==> config.mk <==
export PLATFORM = sky130hd
export DESIGN_NAME = uart_core_param
export DESIGN_NICKNAME = d
export VERILOG_FILES = /design/src/rtl/uart_core_param.sv
export SDC_FILE = /design/constraint.sdc
export NUM_CORES = 1
export LEC_CHECK = 0
export ABC_AREA = 0
export CORE_MARGIN = 3
export CORE_UTILIZATION = 64
export CTS_CLUSTER_SIZE = 30
export DETAILED_ROUTE_END_ITERATION = 10
export GPL_TIMING_DRIVEN = 0
export PLACE_DENSITY = 0.84
export REMOVE_ABC_BUFFERS = 1
export SETUP_SLACK_MARGIN = 0.05
export SLEW_MARGIN = 20
export SYNTH_ARGS = -nofsm -noshare
export SYNTH_HDL_FRONTEND = slang
export SYNTH_SLANG_ARGS = --single-unit
==> constraint.sdc <==
create_clock -name clk -period 3.7 [get_ports clk]
set_input_delay 0.37 -clock clk [delete_from_list [all_inputs] [get_ports clk]]
set_output_delay 0.37 -clock clk [all_outputs]
set_load 0.1 [all_outputs]
==> src/rtl/uart_core_param.sv <==
`default_nettype none
`timescale 1ns/1ps
// ============================================================================
// Module   : uart_core_param
// Purpose  : Full-duplex UART with configurable frame format and TX/RX FIFOs.
// Revision : 1.0 - initial release
// ============================================================================
module uart_core_param #(
  parameter int DATA_BITS    = 8,
  parameter int CLKS_PER_BIT = 4,
  parameter int PARITY       = 0,
  parameter int STOP_BITS    = 1,
  parameter int FIFO_DEPTH   = 4
) (
  input  logic                 clk,
  input  logic                 rst,
  input  logic [DATA_BITS-1:0] din,
  input  logic                 wr_en,
  output logic                 wr_rdy,
  output logic [DATA_BITS-1:0] dout,
  input  logic                 rd_en,
  output logic                 rd_rdy,
  output logic                 frame_err,
  output logic                 parity_err,
  output logic                 overrun,
  input  logic                 ovr_clr,
  input  logic                 rx,
  output logic                 tx
);

  localparam int c_aw = $clog2(FIFO_DEPTH);
  localparam int c_cw = $clog2(STOP_BITS * CLKS_PER_BIT) + 1;
  localparam int c_bw = $clog2(DATA_BITS);
  localparam int c_rw = DATA_BITS + 2;
  localparam logic [c_cw-1:0] c_bit_last  = c_cw'(CLKS_PER_BIT - 1);
  localparam logic [c_cw-1:0] c_stop_last = c_cw'(STOP_BITS * CLKS_PER_BIT - 1);
  localparam logic [c_cw-1:0] c_half      = c_cw'(CLKS_PER_BIT / 2);
  localparam logic [c_cw-1:0] c_full      = c_cw'(CLKS_PER_BIT);
  localparam logic [c_bw-1:0] c_dlast     = c_bw'(DATA_BITS - 1);
  localparam logic            c_odd       = (PARITY == 2);

  typedef enum logic [2:0] {
    S_IDLE  = 3'd0,
    S_START = 3'd1,
    S_DATA  = 3'd2,
    S_PAR   = 3'd3,
    S_STOP  = 3'd4,
    S_BRK   = 3'd5
  } state_t;

  // ---------------------------------------------------------------- TX FIFO
  logic [DATA_BITS-1:0] r_tx_mem [FIFO_DEPTH];
  logic [c_aw:0]        r_tx_wp;
  logic [c_aw:0]        r_tx_rp;
  logic                 w_tx_empty;
  logic                 w_tx_full;
  logic                 w_tx_push;
  logic [DATA_BITS-1:0] w_tx_head;

  assign w_tx_empty = (r_tx_wp == r_tx_rp);
  assign w_tx_full  = (r_tx_wp[c_aw] != r_tx_rp[c_aw]) &&
                      (r_tx_wp[c_aw-1:0] == r_tx_rp[c_aw-1:0]);
  assign w_tx_push  = wr_en && !w_tx_full;
  assign w_tx_head  = r_tx_mem[r_tx_rp[c_aw-1:0]];
  assign wr_rdy     = !w_tx_full;

  always_ff @(posedge clk or posedge rst) begin
    if (rst)            r_tx_wp <= '0;
    else if (w_tx_push) r_tx_wp <= r_tx_wp + 1'b1;
  end

  always_ff @(posedge clk) begin
    if (w_tx_push) r_tx_mem[r_tx_wp[c_aw-1:0]] <= din;
  end

  // ---------------------------------------------------------------- TX FSM
  state_t               r_tx_st;
  logic [c_cw-1:0]      r_tx_cnt;
  logic [c_bw-1:0]      r_tx_bit;
  logic [DATA_BITS-1:0] r_tx_sh;
  logic                 r_tx_par;
  logic                 r_tx;
  logic                 w_tx_start;

  // A new frame can start from IDLE or straight out of the last stop cycle.
  assign w_tx_start = !w_tx_empty &&
                      ((r_tx_st == S_IDLE) ||
                       (r_tx_st == S_STOP && r_tx_cnt == c_stop_last));

  always_ff @(posedge clk or posedge rst) begin
    if (rst) begin
      r_tx_st  <= S_IDLE;
      r_tx_cnt <= '0;
      r_tx_bit <= '0;
      r_tx_sh  <= '0;
      r_tx_par <= 1'b0;
      r_tx     <= 1'b1;
      r_tx_rp  <= '0;
    end else if (w_tx_start) begin
      r_tx_sh  <= w_tx_head;
      r_tx_par <= (^w_tx_head) ^ c_odd;
      r_tx_rp  <= r_tx_rp + 1'b1;
      r_tx_cnt <= '0;
      r_tx     <= 1'b0;
      r_tx_st  <= S_START;
    end else begin
      case (r_tx_st)
        S_IDLE: r_tx <= 1'b1;
        S_START: begin
          if (r_tx_cnt == c_bit_last) begin
            r_tx_cnt <= '0;
            r_tx_bit <= '0;
            r_tx     <= r_tx_sh[0];
            r_tx_st  <= S_DATA;
          end else r_tx_cnt <= r_tx_cnt + 1'b1;
        end
        S_DATA: begin
          if (r_tx_cnt == c_bit_last) begin
            r_tx_cnt <= '0;
            r_tx_sh  <= r_tx_sh >> 1;
            if (r_tx_bit == c_dlast) begin
              if (PARITY != 0) begin
                r_tx    <= r_tx_par;
                r_tx_st <= S_PAR;
              end else begin
                r_tx    <= 1'b1;
                r_tx_st <= S_STOP;
              end
            end else begin
              r_tx_bit <= r_tx_bit + 1'b1;
              r_tx     <= r_tx_sh[1];
            end
          end else r_tx_cnt <= r_tx_cnt + 1'b1;
        end
        S_PAR: begin
          if (r_tx_cnt == c_bit_last) begin
            r_tx_cnt <= '0;
            r_tx     <= 1'b1;
            r_tx_st  <= S_STOP;
          end else r_tx_cnt <= r_tx_cnt + 1'b1;
        end
        S_STOP: begin
          if (r_tx_cnt == c_stop_last) begin
            r_tx    <= 1'b1;
            r_tx_st <= S_IDLE;
          end else r_tx_cnt <= r_tx_cnt + 1'b1;
        end
        default: begin
          r_tx    <= 1'b1;
          r_tx_st <= S_IDLE;
        end
      endcase
    end
  end

  assign tx = r_tx;

  // ---------------------------------------------------------------- RX sync
  logic r_rx_s1, r_rx_s2, r_rx_d;
  logic w_rx_fall;

  always_ff @(posedge clk or posedge rst) begin
    if (rst) begin
      r_rx_s1 <= 1'b1;
      r_rx_s2 <= 1'b1;
      r_rx_d  <= 1'b1;
    end else begin
      r_rx_s1 <= rx;
      r_rx_s2 <= r_rx_s1;
      r_rx_d  <= r_rx_s2;
    end
  end

  assign w_rx_fall = r_rx_d & ~r_rx_s2;

  // ---------------------------------------------------------------- RX FSM
  state_t               r_rx_st;
  logic [c_cw-1:0]      r_rx_cnt;
  logic [c_bw-1:0]      r_rx_bit;
  logic [DATA_BITS-1:0] r_rx_sh;
  logic                 r_rx_ferr;
  logic                 r_rx_perr;
  logic                 r_rx_push;

  always_ff @(posedge clk or posedge rst) begin
    if (rst) begin
      r_rx_st   <= S_IDLE;
      r_rx_cnt  <= '0;
      r_rx_bit  <= '0;
      r_rx_sh   <= '0;
      r_rx_ferr <= 1'b0;
      r_rx_perr <= 1'b0;
      r_rx_push <= 1'b0;
    end else begin
      r_rx_push <= 1'b0;
      case (r_rx_st)
        S_IDLE: begin
          if (w_rx_fall) begin
            r_rx_cnt  <= c_cw'(1);
            r_rx_perr <= 1'b0;
            r_rx_st   <= S_START;
          end
        end
        S_START: begin
          if (r_rx_cnt == c_half) begin
            r_rx_cnt <= c_cw'(1);
            r_rx_bit <= '0;
            r_rx_st  <= r_rx_s2 ? S_IDLE : S_DATA;
          end else r_rx_cnt <= r_rx_cnt + 1'b1;
        end
        S_DATA: begin
          if (r_rx_cnt == c_full) begin
            r_rx_cnt <= c_cw'(1);
            r_rx_sh  <= {r_rx_s2, r_rx_sh[DATA_BITS-1:1]};
            if (r_rx_bit == c_dlast) r_rx_st <= (PARITY != 0) ? S_PAR : S_STOP;
            else                     r_rx_bit <= r_rx_bit + 1'b1;
          end else r_rx_cnt <= r_rx_cnt + 1'b1;
        end
        S_PAR: begin
          if (r_rx_cnt == c_full) begin
            r_rx_cnt  <= c_cw'(1);
            r_rx_perr <= r_rx_s2 ^ (^r_rx_sh) ^ c_odd;
            r_rx_st   <= S_STOP;
          end else r_rx_cnt <= r_rx_cnt + 1'b1;
        end
        S_STOP: begin
          if (r_rx_cnt == c_full) begin
            r_rx_ferr <= ~r_rx_s2;
            r_rx_push <= 1'b1;
            // A low stop bit may be a line break: wait for idle before re-arming.
            r_rx_st   <= r_rx_s2 ? S_IDLE : S_BRK;
          end else r_rx_cnt <= r_rx_cnt + 1'b1;
        end
        S_BRK: if (r_rx_s2) r_rx_st <= S_IDLE;
        default: r_rx_st <= S_IDLE;
      endcase
    end
  end

  // ---------------------------------------------------------------- RX FIFO
  logic [c_rw-1:0] r_rx_mem [FIFO_DEPTH];
  logic [c_aw:0]   r_rx_wp;
  logic [c_aw:0]   r_rx_rp;
  logic            r_ovr;
  logic            w_rx_empty;
  logic            w_rx_full;
  logic            w_rx_wr;
  logic            w_rx_rd;
  logic [c_rw-1:0] w_rx_head;

  assign w_rx_empty = (r_rx_wp == r_rx_rp);
  assign w_rx_full  = (r_rx_wp[c_aw] != r_rx_rp[c_aw]) &&
                      (r_rx_wp[c_aw-1:0] == r_rx_rp[c_aw-1:0]);
  assign w_rx_wr    = r_rx_push && !w_rx_full;
  assign w_rx_rd    = rd_en && !w_rx_empty;
  assign w_rx_head  = r_rx_mem[r_rx_rp[c_aw-1:0]];

  always_ff @(posedge clk or posedge rst) begin
    if (rst) begin
      r_rx_wp <= '0;
      r_rx_rp <= '0;
      r_ovr   <= 1'b0;
    end else begin
      if (w_rx_wr) r_rx_wp <= r_rx_wp + 1'b1;
      if (w_rx_rd) r_rx_rp <= r_rx_rp + 1'b1;
      if (ovr_clr)                       r_ovr <= 1'b0;
      else if (r_rx_push && w_rx_full)   r_ovr <= 1'b1;
    end
  end

  always_ff @(posedge clk) begin
    if (w_rx_wr) r_rx_mem[r_rx_wp[c_aw-1:0]] <= {r_rx_ferr, r_rx_perr, r_rx_sh};
  end

  // Memory is not reset, so the head is masked to zero while empty.
  assign {frame_err, parity_err, dout} = w_rx_empty ? '0 : w_rx_head;
  assign rd_rdy  = !w_rx_empty;
  assign overrun = r_ovr;

endmodule
`default_nettype wire

==> results.json <==
{
  "cp_cell_sequence": "xnor2_1 -> nand3b_1 -> and2_1 -> dlygate4sd2_1",
  "synth.distinct_cells": 58,
  "post-route-drc-count": 0,
  "drtPass1Iterations": 5,
  "register_area_mm2": 0.00352,
  "drive_gt1_share_pct": 20.7,
  "regToRegEndpoint": "r_rx_mem[3][9]",
  "yosysTopAreaCellShare_pct": 38.2,
  "area_delta_synth_final_pct": 14.9,
  "antenna_cells": 0,
  "cts_hold_buffers": 0,
  "synth-seq-cells": 126,
  "clock.fmax_ghz": 0.297,
  "synthMostInstantiatedCell": "edfxtp_1",
  "grt_overflow": 0,
  "synth-async-reset-ratio_pct": 42.9,
  "finalNonFillerCells": 516,
  "synth-edff-count": 72,
  "nets": 430,
  "boundaryPins": 28,
  "drt.antenna.violating_nets": 0,
  "min-delay-start": "rx",
  "arrival_ns": 3.00,
  "portBuffers": 27,
  "critPathLaunchType": "flip-flop",
  "avgRoutedWirePerCell_um": 18.9,
  "irDropWorstVdd_mv": 0.482,
  "rows": 33,
  "crit_type": "flip-flop to output port",
  "grt_pass1_vias": 3349,
  "reg2reg_slack_ns": 1.12,
  "rsz0062_at_grt": "no",
  "cp_top_family": "buffers and inverters",
  "cts-root-buf": "clkbuf_8",
  "grt_start_max_net_pins": 55,
  "cts_tree": "built",
  "drtIter0Drc": 200,
  "finalCritPeriodShare_pct": 91.0,
  "cts_htree_levels": 4,
  "nFillCells": 469,
  "crit_required_ns": 3.33,
  "vias": 3179,
  "clk_pin_slew_ns": 0.06,
  "min_path_cells": 1,
  "min_to": "r_rx_s1",
  "reg2reg_depth": 3,
  "dieHeight_um": 100,
  "dieWidth_um": 100,
  "place_congestion": 0.782,
  "post_cts_buffers": 0,
  "multiInputGateArea_mm2": 0.00201,
  "max_cap_violations": 0,
  "endpoint_kind": "output port",
  "post-route-min-period_ns": 3.37,
  "coreArea_mm2": 0.00842,
  "yosys_most_used_dff": "edfxtp_1",
  "synth_area_mm2": 0.00566,
  "relSlewSlack_pct": 35.6,
  "synthTopCellsByArea": "edfxtp_1 (38%), dfrtp_1 (22%), mux4_2 (6.4%)",
  "synth-seq-area-share_pct": 62.1,
  "viasPerCell": 6.16,
  "wl_um": 9740,
  "antenna_found_initial": 0,
  "powerDensity_mw_per_mm2": 891,
  "die_area_mm2": 0.0100,
  "setup_violations": 0,
  "fin_skew_ns": 0.00795,
  "worst-path-max-fanout": 13,
  "grt_pass1_wl_um": 16700,
  "hold_class": "primary input to flip-flop",
  "place_inst": 484,
  "slowest_stage": "dlygate4sd2_1",
  "hold_viol": 0,
  "clk_latency_ns": 0.51,
  "hpwl_um": 6040,
  "syn_avg_cell_area_um2": 15.4,
  "p_leak_nw": 2.55,
  "crit_buf_inv": 1,
  "slew_violations": 0,
  "cts_buffers": 17,
  "yosys_warnings": 0,
  "clockBufferDepth": 2,
  "synth_top_area_cell": "edfxtp_1",
  "rr_startpoint": "r_rx_rp[0]",
  "track_usage_pct": 22.1,
  "outcome": "finished clean",
  "start_util_pct": 67.2,
  "tns_ns": 0,
  "tightest_slew_ns": 0.964,
  "cts_sinks": 126,
  "netlist_top_cells_count": "edfxtp_1 (72), dfrtp_1 (50), mux2_2 (23), and2_1 (19), ha_1 (18)",
  "syn_inst": 367,
  "slowest_delay_ns": 0.85
}
area by class of cell:
cell class | instances | share of cell area (%)
clock buffer | 17 | 6.36
sequential | 126 | 54.1
inverter | 10 | 0.615
tap | 105 | 2.02
multi-input combinational | 216 | 30.8
timing repair buffer | 27 | 4.02
clock inverter | 15 | 2.10
cells in the final DEF (no fill, tap or decap), drive strengths merged, types with 6 or more instances in the layout:
master	synthesis	routed
and2	19	19
nand2	12	12
clkinv	0	9
xor2	6	6
ha	18	18
nand3	7	7
mux2	25	25
dfrtp	50	50
a21oi	7	7
clkdlybuf4s50	0	16
a22o	6	6
edfxtp	72	72
o21ai	10	10
mux4	19	19
clkbuf	6	18
nor2	15	15
inv	10	15
xnor2	16	16
logic make-up after synthesis:
| family | share of synthesized area, % |
|---|---|
| DFF | 62.1 |
| adders and majority gates | 3.98 |
| xor gates and xnor gates | 3.93 |
| AOI/OAI and AO/OA | 5.83 |
| buffers and inverters | 2.45 |
| and+or+nand+nor | 8.66 |
| muxes | 13.0 |
report_power, final:
group          switching, W  internal, W
registers          0.000369      0.00178
logic               0.00132     0.000818
clock network      0.000617     0.000898
total               0.00231      0.00349
how the worst max path moves through the flow:
stage                     startpoint   endpoint  slack (ns)  cells past startpoint
after CTS                 r_rx_rp[0]     rd_rdy        0.07                      3
after detailed placement  r_rx_rp[0]  frame_err        0.49                      4
after global placement    r_rx_rp[0]    dout[4]        0.54                      4
after global routing      r_rx_rp[0]    dout[2]        0.05                      4
final                     r_rx_rp[0]    dout[2]        0.33                      4
after floorplan           r_rx_rp[0]    dout[0]        0.61                      3
stage by stage:
| step | cell area (um^2) | hold slack (ns) | power (W) | worst slack (ns) | utilization [%] |
|---|---|---|---|---|---|
| after floorplan | 5560 | 0.345 | 0.00384 | 0.605 | - |
| after global placement | 5960 | 0.346 | 0.00424 | 0.543 | 70.8 |
| after detailed placement | 5970 | 0.347 | 0.00434 | 0.491 | 70.8 |
| after CTS | 6500 | 0.247 | 0.00583 | 0.0736 | 77.2 |
| after global routing | 6510 | 0.236 | 0.00611 | 0.0534 | 77.3 |
| final | 6510 | 0.266 | 0.00580 | 0.334 | 77.3 |
flip-flops by register name, summed over array words and instances (netlist names), 3 cells and up:
name and flops:
r_tx_mem 32, r_rx_bit 3, r_rx_sh 8, r_tx_rp 3
r_tx_bit 3, r_tx_wp 3, r_rx_st 3, r_rx_wp 3
r_rx_mem 40, r_rx_rp 3, r_tx_sh 8, r_tx_st 3
r_tx_cnt 3, r_rx_cnt 3
layer usage:
metal | global-route usage [%] | part of all wire [%] | vias to the layer above
met1 | 28.3 | 41 | 1618
met5 | 0 | 0 | -
li1 | - | - | 1456
met4 | 6.01 | 0.94 | 0
met3 | 6.81 | 5.2 | 9
met2 | 37.0 | 53 | 96
what timing repair did:
action                                  in CTS  in global routing
resized for setup                           10                  7
gates cloned                                 0                  0
endpoints found under the setup margin      10                  7
(Power assumes the default switching activity.)
